$ cat src/rtl/mtimer_bank_pkg.sv
// Shared types and register map for the machine timer bank.
// Decoding lives here so the top and any checker agree on the map.
package mtimer_bank_pkg;

   typedef enum logic [1:0] {
      UNIT_BYTE = 2'd0,
      UNIT_HALF = 2'd1,
      UNIT_WORD = 2'd2
   } mem_unit_t;

   localparam logic [15:0] OFF_MSIP     = 16'h0000;
   localparam logic [15:0] OFF_MTIMECMP = 16'h4000;
   localparam logic [15:0] OFF_MTIME_LO = 16'hBFF8;
   localparam logic [15:0] OFF_MTIME_HI = 16'hBFFC;
   localparam logic [15:0] OFF_PRESCALE = 16'hC000;
   localparam logic [15:0] OFF_CTRL     = 16'hC004;

   localparam int MAX_HARTS = 8;

   typedef enum logic [2:0] {
      REG_NONE,
      REG_MSIP,
      REG_CMP_LO,
      REG_CMP_HI,
      REG_MTIME_LO,
      REG_MTIME_HI,
      REG_PRESCALE,
      REG_CTRL
   } reg_kind_t;

   typedef struct packed {
      reg_kind_t  kind;
      logic [2:0] idx;
   } reg_dec_t;

   // Hart range is not checked here; the top knows HARTS.
   function automatic reg_dec_t decode_addr(input logic [15:0] addr);
      reg_dec_t d;
      d.kind = REG_NONE;
      d.idx  = addr[4:2];
      if (addr[15:5] == OFF_MSIP[15:5]) begin
         d.kind = REG_MSIP;
         d.idx  = addr[4:2];
      end else if (addr[15:6] == OFF_MTIMECMP[15:6]) begin
         d.kind = addr[2] ? REG_CMP_HI : REG_CMP_LO;
         d.idx  = addr[5:3];
      end else if (addr == OFF_MTIME_LO) begin
         d.kind = REG_MTIME_LO;
      end else if (addr == OFF_MTIME_HI) begin
         d.kind = REG_MTIME_HI;
      end else if (addr == OFF_PRESCALE) begin
         d.kind = REG_PRESCALE;
      end else if (addr == OFF_CTRL) begin
         d.kind = REG_CTRL;
      end
      return d;
   endfunction

endpackage

$ cat src/rtl/mtimer_bank_if.sv
// Register bus between the system decoder (master) and the timer bank (slave).
// Protocol: a request is any cycle with sel & (mem_re | mem_we); there is no
// backpressure, and the response (rd_valid/mem_rd or an error pulse) comes
// exactly one cycle later. mem_we has priority over mem_re.
interface mtimer_bank_if;
   import mtimer_bank_pkg::*;

   logic        sel;
   logic        mem_re;
   logic        mem_we;
   logic [15:0] mem_addr;
   logic [31:0] mem_wd;
   mem_unit_t   mem_wd_unit;
   mem_unit_t   mem_rd_unit;
   logic [31:0] mem_rd;
   logic        rd_valid;
   logic        access_fault;
   logic        addr_misaligned;

   modport master (
      output sel, mem_re, mem_we, mem_addr, mem_wd, mem_wd_unit, mem_rd_unit,
      input  mem_rd, rd_valid, access_fault, addr_misaligned
   );

   modport slave (
      input  sel, mem_re, mem_we, mem_addr, mem_wd, mem_wd_unit, mem_rd_unit,
      output mem_rd, rd_valid, access_fault, addr_misaligned
   );

endinterface

$ cat src/rtl/mtimer_bank_cmp.sv
// One hart's mtimecmp register and registered timer-interrupt flag.
// mtip compares next-state values so it lines up with the mtime register.
module mtimer_cmp (
   input  logic        clk,
   input  logic        reset,
   input  logic        we,
   input  logic        hi,
   input  logic [31:0] wd,
   input  logic [63:0] mtime_nxt,
   output logic [63:0] mtimecmp,
   output logic        mtip
);

   logic [63:0] cmp_q, cmp_d;
   logic        mtip_q, mtip_d;

   always_comb begin
      cmp_d = cmp_q;
      if (we) begin
         if (hi) cmp_d[63:32] = wd;
         else    cmp_d[31:0]  = wd;
      end
      mtip_d = (mtime_nxt >= cmp_d);
   end

   always_ff @(posedge clk) begin
      if (!reset) begin
         cmp_q  <= '1;
         mtip_q <= 1'b0;
      end else begin
         cmp_q  <= cmp_d;
         mtip_q <= mtip_d;
      end
   end

   assign mtimecmp = cmp_q;
   assign mtip     = mtip_q;

endmodule

$ cat src/rtl/mtimer_bank.sv
// Machine timer bank: shared prescaled 64-bit mtime, per-hart mtimecmp/msip,
// and a one-cycle-latency register interface with error pulses.
module mtimer_bank
   import mtimer_bank_pkg::*;
#(
   parameter int HARTS      = 2,
   parameter int PRESCALE_W = 8
) (
   input  logic              clk,
   input  logic              reset,
   mtimer_bank_if.slave      bus,
   input  logic              halt,
   output logic [63:0]       mtime,
   output logic [HARTS-1:0]  mtip,
   output logic [HARTS-1:0]  msip
);

   logic [63:0]           mtime_q, mtime_d;
   logic [PRESCALE_W-1:0] pcnt_q, pcnt_d;
   logic [PRESCALE_W-1:0] prescale_q, prescale_d;
   logic                  enable_q, enable_d;
   logic [HARTS-1:0]      msip_q, msip_d;
   logic [31:0]           mem_rd_q, mem_rd_d;
   logic                  rd_valid_q, rd_valid_d;
   logic                  access_fault_q, access_fault_d;
   logic                  addr_misaligned_q, addr_misaligned_d;

   logic       is_wr, is_rd, is_req, aligned, hart_ok, hit, wr_ok;
   logic       run, tick;
   mem_unit_t  unit;
   reg_dec_t   dec;
   logic [31:0] rd_data;

   logic [HARTS-1:0] cmp_we;
   logic             cmp_hi;
   logic [63:0]      cmp_val [HARTS];

   // Request decode; the write unit governs alignment when both strobes are set.
   always_comb begin
      is_wr   = bus.sel & bus.mem_we;
      is_rd   = bus.sel & bus.mem_re & ~bus.mem_we;
      is_req  = is_wr | is_rd;
      unit    = bus.mem_we ? bus.mem_wd_unit : bus.mem_rd_unit;
      aligned = (unit == UNIT_WORD) && (bus.mem_addr[1:0] == 2'b00);
      dec     = decode_addr(bus.mem_addr);
      hart_ok = (int'(dec.idx) < HARTS);
      case (dec.kind)
         REG_MSIP, REG_CMP_LO, REG_CMP_HI: hit = hart_ok;
         REG_NONE:                         hit = 1'b0;
         default:                          hit = 1'b1;
      endcase
      wr_ok = is_wr & aligned & hit;
   end

   // Timebase and register writes; a write to an mtime half beats the tick.
   always_comb begin
      run        = enable_q & ~halt;
      tick       = run & (pcnt_q == prescale_q);
      pcnt_d     = pcnt_q;
      if (run) pcnt_d = tick ? '0 : pcnt_q + PRESCALE_W'(1);
      mtime_d    = tick ? mtime_q + 64'd1 : mtime_q;
      prescale_d = prescale_q;
      enable_d   = enable_q;
      msip_d     = msip_q;
      if (wr_ok) begin
         case (dec.kind)
            REG_MSIP: begin
               for (int h = 0; h < HARTS; h++)
                  if (dec.idx == 3'(h)) msip_d[h] = bus.mem_wd[0];
            end
            REG_MTIME_LO: mtime_d = {mtime_q[63:32], bus.mem_wd};
            REG_MTIME_HI: mtime_d = {bus.mem_wd, mtime_q[31:0]};
            REG_PRESCALE: begin
               prescale_d = bus.mem_wd[PRESCALE_W-1:0];
               pcnt_d     = '0;
            end
            REG_CTRL: enable_d = bus.mem_wd[0];
            default: ;
         endcase
      end
   end

   always_comb begin
      cmp_hi = (dec.kind == REG_CMP_HI);
      cmp_we = '0;
      for (int h = 0; h < HARTS; h++)
         cmp_we[h] = wr_ok & ((dec.kind == REG_CMP_LO) | (dec.kind == REG_CMP_HI))
                     & (dec.idx == 3'(h));
   end

   always_comb begin
      rd_data = '0;
      case (dec.kind)
         REG_MSIP: begin
            for (int h = 0; h < HARTS; h++)
               if (dec.idx == 3'(h)) rd_data = {31'b0, msip_q[h]};
         end
         REG_CMP_LO: begin
            for (int h = 0; h < HARTS; h++)
               if (dec.idx == 3'(h)) rd_data = cmp_val[h][31:0];
         end
         REG_CMP_HI: begin
            for (int h = 0; h < HARTS; h++)
               if (dec.idx == 3'(h)) rd_data = cmp_val[h][63:32];
         end
         REG_MTIME_LO: rd_data = mtime_q[31:0];
         REG_MTIME_HI: rd_data = mtime_q[63:32];
         REG_PRESCALE: rd_data = 32'(prescale_q);
         REG_CTRL:     rd_data = {31'b0, enable_q};
         default:      rd_data = '0;
      endcase
   end

   // Erroneous reads still complete, returning zero.
   always_comb begin
      rd_valid_d        = is_rd;
      mem_rd_d          = mem_rd_q;
      if (is_rd) mem_rd_d = (aligned & hit) ? rd_data : '0;
      access_fault_d    = is_req & aligned & ~hit;
      addr_misaligned_d = is_req & ~aligned;
   end

   always_ff @(posedge clk) begin
      if (!reset) begin
         mtime_q           <= '0;
         pcnt_q            <= '0;
         prescale_q        <= '0;
         enable_q          <= 1'b1;
         msip_q            <= '0;
         mem_rd_q          <= '0;
         rd_valid_q        <= 1'b0;
         access_fault_q    <= 1'b0;
         addr_misaligned_q <= 1'b0;
      end else begin
         mtime_q           <= mtime_d;
         pcnt_q            <= pcnt_d;
         prescale_q        <= prescale_d;
         enable_q          <= enable_d;
         msip_q            <= msip_d;
         mem_rd_q          <= mem_rd_d;
         rd_valid_q        <= rd_valid_d;
         access_fault_q    <= access_fault_d;
         addr_misaligned_q <= addr_misaligned_d;
      end
   end

   for (genvar g = 0; g < HARTS; g++) begin : g_cmp
      mtimer_cmp u_cmp (
         .clk       (clk),
         .reset     (reset),
         .we        (cmp_we[g]),
         .hi        (cmp_hi),
         .wd        (bus.mem_wd),
         .mtime_nxt (mtime_d),
         .mtimecmp  (cmp_val[g]),
         .mtip      (mtip[g])
      );
   end

   assign mtime               = mtime_q;
   assign msip                = msip_q;
   assign bus.mem_rd          = mem_rd_q;
   assign bus.rd_valid        = rd_valid_q;
   assign bus.access_fault    = access_fault_q;
   assign bus.addr_misaligned = addr_misaligned_q;

endmodule

$ cat src/flat_wrapper.sv
// flat-port wrapper written by rule: the top's interface ports become plain ports
module mtimer_bank_flat import mtimer_bank_pkg::*;
#(
   parameter int HARTS      = 2,
   parameter int PRESCALE_W = 8
)
  (clk, reset, halt, mtime, mtip, msip, bus_sel, bus_mem_re, bus_mem_we, bus_mem_addr, bus_mem_wd, bus_mem_wd_unit, bus_mem_rd_unit, bus_mem_rd, bus_rd_valid, bus_access_fault, bus_addr_misaligned);
  mtimer_bank_if bus_i ();
  input  logic clk;
  input  logic reset;
  input  logic halt;
  output logic [63:0] mtime;
  output logic [HARTS-1:0] mtip;
  output logic [HARTS-1:0] msip;
  input wire logic [$bits(bus_i.sel)-1:0] bus_sel;
  input wire logic [$bits(bus_i.mem_re)-1:0] bus_mem_re;
  input wire logic [$bits(bus_i.mem_we)-1:0] bus_mem_we;
  input wire logic [$bits(bus_i.mem_addr)-1:0] bus_mem_addr;
  input wire logic [$bits(bus_i.mem_wd)-1:0] bus_mem_wd;
  input wire logic [$bits(bus_i.mem_wd_unit)-1:0] bus_mem_wd_unit;
  input wire logic [$bits(bus_i.mem_rd_unit)-1:0] bus_mem_rd_unit;
  output wire logic [$bits(bus_i.mem_rd)-1:0] bus_mem_rd;
  output wire logic [$bits(bus_i.rd_valid)-1:0] bus_rd_valid;
  output wire logic [$bits(bus_i.access_fault)-1:0] bus_access_fault;
  output wire logic [$bits(bus_i.addr_misaligned)-1:0] bus_addr_misaligned;
  assign bus_i.sel = bus_sel;
  assign bus_i.mem_re = bus_mem_re;
  assign bus_i.mem_we = bus_mem_we;
  assign bus_i.mem_addr = bus_mem_addr;
  assign bus_i.mem_wd = bus_mem_wd;
  assign bus_i.mem_wd_unit = bus_mem_wd_unit;
  assign bus_i.mem_rd_unit = bus_mem_rd_unit;
  assign bus_mem_rd = bus_i.mem_rd;
  assign bus_rd_valid = bus_i.rd_valid;
  assign bus_access_fault = bus_i.access_fault;
  assign bus_addr_misaligned = bus_i.addr_misaligned;
  mtimer_bank #(.HARTS(HARTS), .PRESCALE_W(PRESCALE_W)) u_core (.clk(clk), .reset(reset), .bus(bus_i), .halt(halt), .mtime(mtime), .mtip(mtip), .msip(msip));
endmodule
$ cat config.mk
export PLATFORM = sky130hd
export DESIGN_NAME = mtimer_bank_flat
export DESIGN_NICKNAME = d
export VERILOG_FILES = /design/src/rtl/mtimer_bank_pkg.sv /design/src/rtl/mtimer_bank_if.sv /design/src/rtl/mtimer_bank_cmp.sv /design/src/rtl/mtimer_bank.sv /design/src/flat_wrapper.sv
export SDC_FILE = /design/constraint.sdc
export NUM_CORES = 1
export LEC_CHECK = 0
export BUFFER_PORTS_ARGS = -buffer_cell sky130_fd_sc_hd__buf_2
export CORE_ASPECT_RATIO = 1.1
export CORE_MARGIN = 3
export CORE_UTILIZATION = 35
export DETAILED_ROUTE_END_ITERATION = 6
export GPL_TIMING_DRIVEN = 0
export SLEW_MARGIN = 30
export SYNTH_ARGS = -nofsm -noshare
export SYNTH_HDL_FRONTEND = slang
export SYNTH_HIERARCHICAL = 1
export SYNTH_SLANG_ARGS = --single-unit
$ cat constraint.sdc
create_clock -name clk -period 9.25 [get_ports clk]
set_clock_uncertainty 0.15 [all_clocks]
set_input_delay 0.4625 -clock clk [delete_from_list [all_inputs] [get_ports clk]]
set_output_delay 0.4625 -clock clk [all_outputs]
set_load 0.005 [all_outputs]
==> results.yml <==
worst_setup_path:
  start_kind: "primary input"
  cp_top_family: "simple AND/OR/NAND/NOR gates"
  r2r-start: "u_core/mtime[0]"
  max_stage_delay_ns: 0.94
  rrSetupSlack_ns: 2.77
  worstSetupPathType: "primary input to register"
  end_kind: "register"
  reg2reg_depth: 15
  required_ns: 9.54
  crit_chain: "buf_2 -> nor4_1 -> and3_1 -> buf_2 -> nor2_1 -> a2111oi_4 -> clkbuf_1 -> inv_1 -> nor2_1 -> nand2b_1 -> clkbuf_1 -> buf_2 -> mux2i_1 -> ha_1 -> nand4_1 -> nor4_1 -> nand2_1 -> o21ai_0 -> a2111oi_2 -> o41ai_2"
  crit_path_end: "u_core/g_cmp[0].u_cmp/mtip"
  reg2reg_to: "u_core/g_cmp[0].u_cmp/mtip"
  crit_fanout: 10
  crit_top_cell: "buf_2"
  worst_path_max_delay_cell: "nor4_1"
  cp_num_buf_inv: 6
  crit_start: "bus_mem_addr[9]"
  worstSetupPathDepth: 20
  cp.arrival_ns: 7.82
clock_tree:
  cts_resized: 0
  htree_num_levels: 1
  cts.clk_slew.worst_paths_ns: 0.06
  cts_max_path_buffers: 3
  cts_buffers: 29
  hold_buffers: 0
  cts_setup_buffers: 0
  cts_tree: "yes"
  cts-root-buf: "clkbuf_16"
  cts.sinks: 248
  clk_latency_ns: 0.58
synth:
  synth_cell_type_count: 76
  synth_fp_nets: 2032
  syn_area_per_cell_um2: 8.498
  yosysSeqAreaShare: 0.3168
  synth_compound_area_frac: 0.1778
  ys_top_cells_by_area: "dfxtp_1 (32%), mux2i_1 (13%), ha_1 (10%)"
  synth_top_area_frac: 0.3168
  ys_ff_latch: 248
  synthMuxAreaShare: 0.1363
  syn_area_um2: 15670
  synth-xor-area-share: 0.01509
  ys_warn_count: 6
  yosysTopAreaCell: "dfxtp_1"
  synth_edf_count: 0
  yosys.area_share.simple: 0.2161
  ys_async_sr_fraction: 0
  synth_fa_ha_area_frac: 0.1038
  synthCells: 1844
  synth_top_family_by_area: "simple AND/OR/NAND/NOR gates"
  synth_ff_type: "dfxtp_1"
place:
  gp_congestion: 1.030
  post-dp-hpwl_um: 58720
  io_buffers: 159
  dp_slack_ns: 1.596
timing:
  fin_crit_sh: 0.8149
  rsz0062_at_grt: "no"
  fin_crit_ns: 7.537
  worst_pin_slew_ns: 1.108
  slew_headroom: 0.2542
  fmax_mhz: 132.7
  hold_viol_final: 0
  finalMaxSlewViolations: 0
  setup_tns_ns: 0
  fin_ws_ns: 1.713
  setup_violations: 0
hold_path:
  hp-class: "primary input to register"
grt:
  antenna_found_initial: 0
  track_usage: 0.3049
  grt_overflow: 0
  grt_pass1_wl_um: 108600
  grt_pass1_vias: 15921
  grt_max_degree: 14
pwr:
  power.density_nw_per_um2: 129.7
  power_mw: 2.355
  ir_drop_uv: 98.14
  leakagePower_nw: 8.246
final_layout:
  syn_to_final_growth_pct: 15.93
  fillers: 4500
  drive_gt1_frac: 0.1365
  nets: 2222
  final_core_util: 0.4144
  final_common_cell: "dfxtp_1"
  layout_common_cells: "dfxtp_1 (248), nand2_1 (234), mux2i_1 (201)"
run:
  cap_viol_max_count: 0
floorplan:
  placeableCoreArea_um2: 43840
  die_y_um: 227.9
  die_area_um2: 47350
  initial_core_util: 0.3574
  die_w_um: 207.7
  ios: 161
  rows: 80
drt:
  num_vias: 16531
  ant_nets: 0
  first_pass_iters: 6
  routedWlPerCell_um: 29.02
  drtIter0Drc: 2074
  drc_errors: 0
  wl_um: 76260
  viasPerCell: 6.290
status:
  status: "complete, no violations"
-- metal layers --
layer,track usage,up-vias,share of wire
met5,0,-,0
met1,0.3973,7939,0.41
met4,0.1608,0,0.063
li1,-,7398,-
met2,0.4887,945,0.44
met3,0.04589,249,0.083
-- final cells by class --
class	instances	area [µm²]	area share
clock inverter	11	82.58	0.004546
timing repair buffer	159	795.8	0.04380
inverter	23	86.33	0.004752
multi-input combinational	1461	10240	0.5637
clock buffer	38	819.5	0.04511
tap	574	718.2	0.03953
sequential	248	4965	0.2733
buffer	112	454.2	0.02500
antenna	2	5.005	0.0002755
-- worst reg2reg max path: cells and delay by family (launching register included) --
kind / cells / cell delay (ns)
fa+ha+maj: 2 / 0.62
buf+inv: 1 / 0.36
simple gates: 7 / 2.79
flops: 1 / 0.53
compound gates: 5 / 1.89
-- cell families (layout without fill, tap and decap cells) --
kind of cell    Yosys count  count (layout)
other cells               0               2
mux                     212             212
buf+inv                 135             343
compound gates          416             416
fa+ha+maj               130             130
xor+xnor                 27              27
simple gates            676             676
flops                   248             248
-- worst min path at each step --
| stage | from | endpoint | slack [ns] | cells after the start |
|---|---|---|---|---|
| 6_report | bus_mem_re | u_core/bus.addr_misaligned | 0.06 | 3 |
| 5_1_grt | bus_sel | u_core/bus.access_fault | 0.08 | 3 |
| 4_1_cts | bus_mem_re | u_core/bus.addr_misaligned | 0.05 | 3 |
| 3_5_place_dp | u_core/bus.mem_rd[21] | u_core/bus.mem_rd[21] | 0.32 | 2 |
| 3_3_place_gp | u_core/bus.mem_rd[24] | u_core/bus.mem_rd[24] | 0.32 | 2 |
| 2_1_floorplan | u_core/prescale_q[0] | u_core/prescale_q[0] | 0.31 | 2 |
-- through the flow --
step	hold WS, ns	instances	instance area, µm²
3_5_place_dp	0.3250	2577	17240
4_1_cts	0.05069	2626	18140
6_report	0.05930	2628	18170
5_1_grt	0.07761	2626	18160
3_3_place_gp	0.3241	2577	17180
2_1_floorplan	0.3115	1844	15670
-- Yosys cell counts, drive strengths merged, types with 3 or more instances --
master   count
a2111oi     14
a211oi      46
a21boi       3
a21o         8
a21oi      105
a221o       11
a221oi       3
a22oi       64
a311oi       5
a31o         3
a31oi       14
and2        22
and3        15
and4        11
buf         28
clkbuf      84
dfxtp      248
ha         130
inv         23
mux2        11
mux2i      201
nand2      234
nand2b      10
nand3       73
nand4       63
nor2        90
nor2b       13
nor3        48
nor3b        4
nor4        61
nor4b        3
o211a        4
o211ai       3
o21a         4
o21ai       69
o22ai       29
o31a         3
o31ai        8
or2          3
or3          8
or4         13
xnor2       20
xor2         7
-- state kept, by name, summed over array words and instances, names as in the netlist --
register	cells
u_core/g_cmp.u_cmp/mtimecmp	128
u_core/mtime	64
u_core/bus.mem_rd	32
u_core/pcnt_q	8
u_core/prescale_q	8
u_core/g_cmp.u_cmp/mtip	2
u_core/msip	2
u_core/bus.access_fault	1
u_core/bus.addr_misaligned	1
u_core/bus.rd_valid	1
u_core/enable_q	1
-- where the power goes --
| group | switching, mW | internal [mW] | total, mW |
|---|---|---|---|
| clock | 0.488 | 0.642 | 1.13 |
| sequential | 0.00372 | 1.07 | 1.07 |
| combinational | 0.112 | 0.0392 | 0.151 |
| total | 0.604 | 1.75 | 2.36 |
Power figures use the tool's default switching activity.
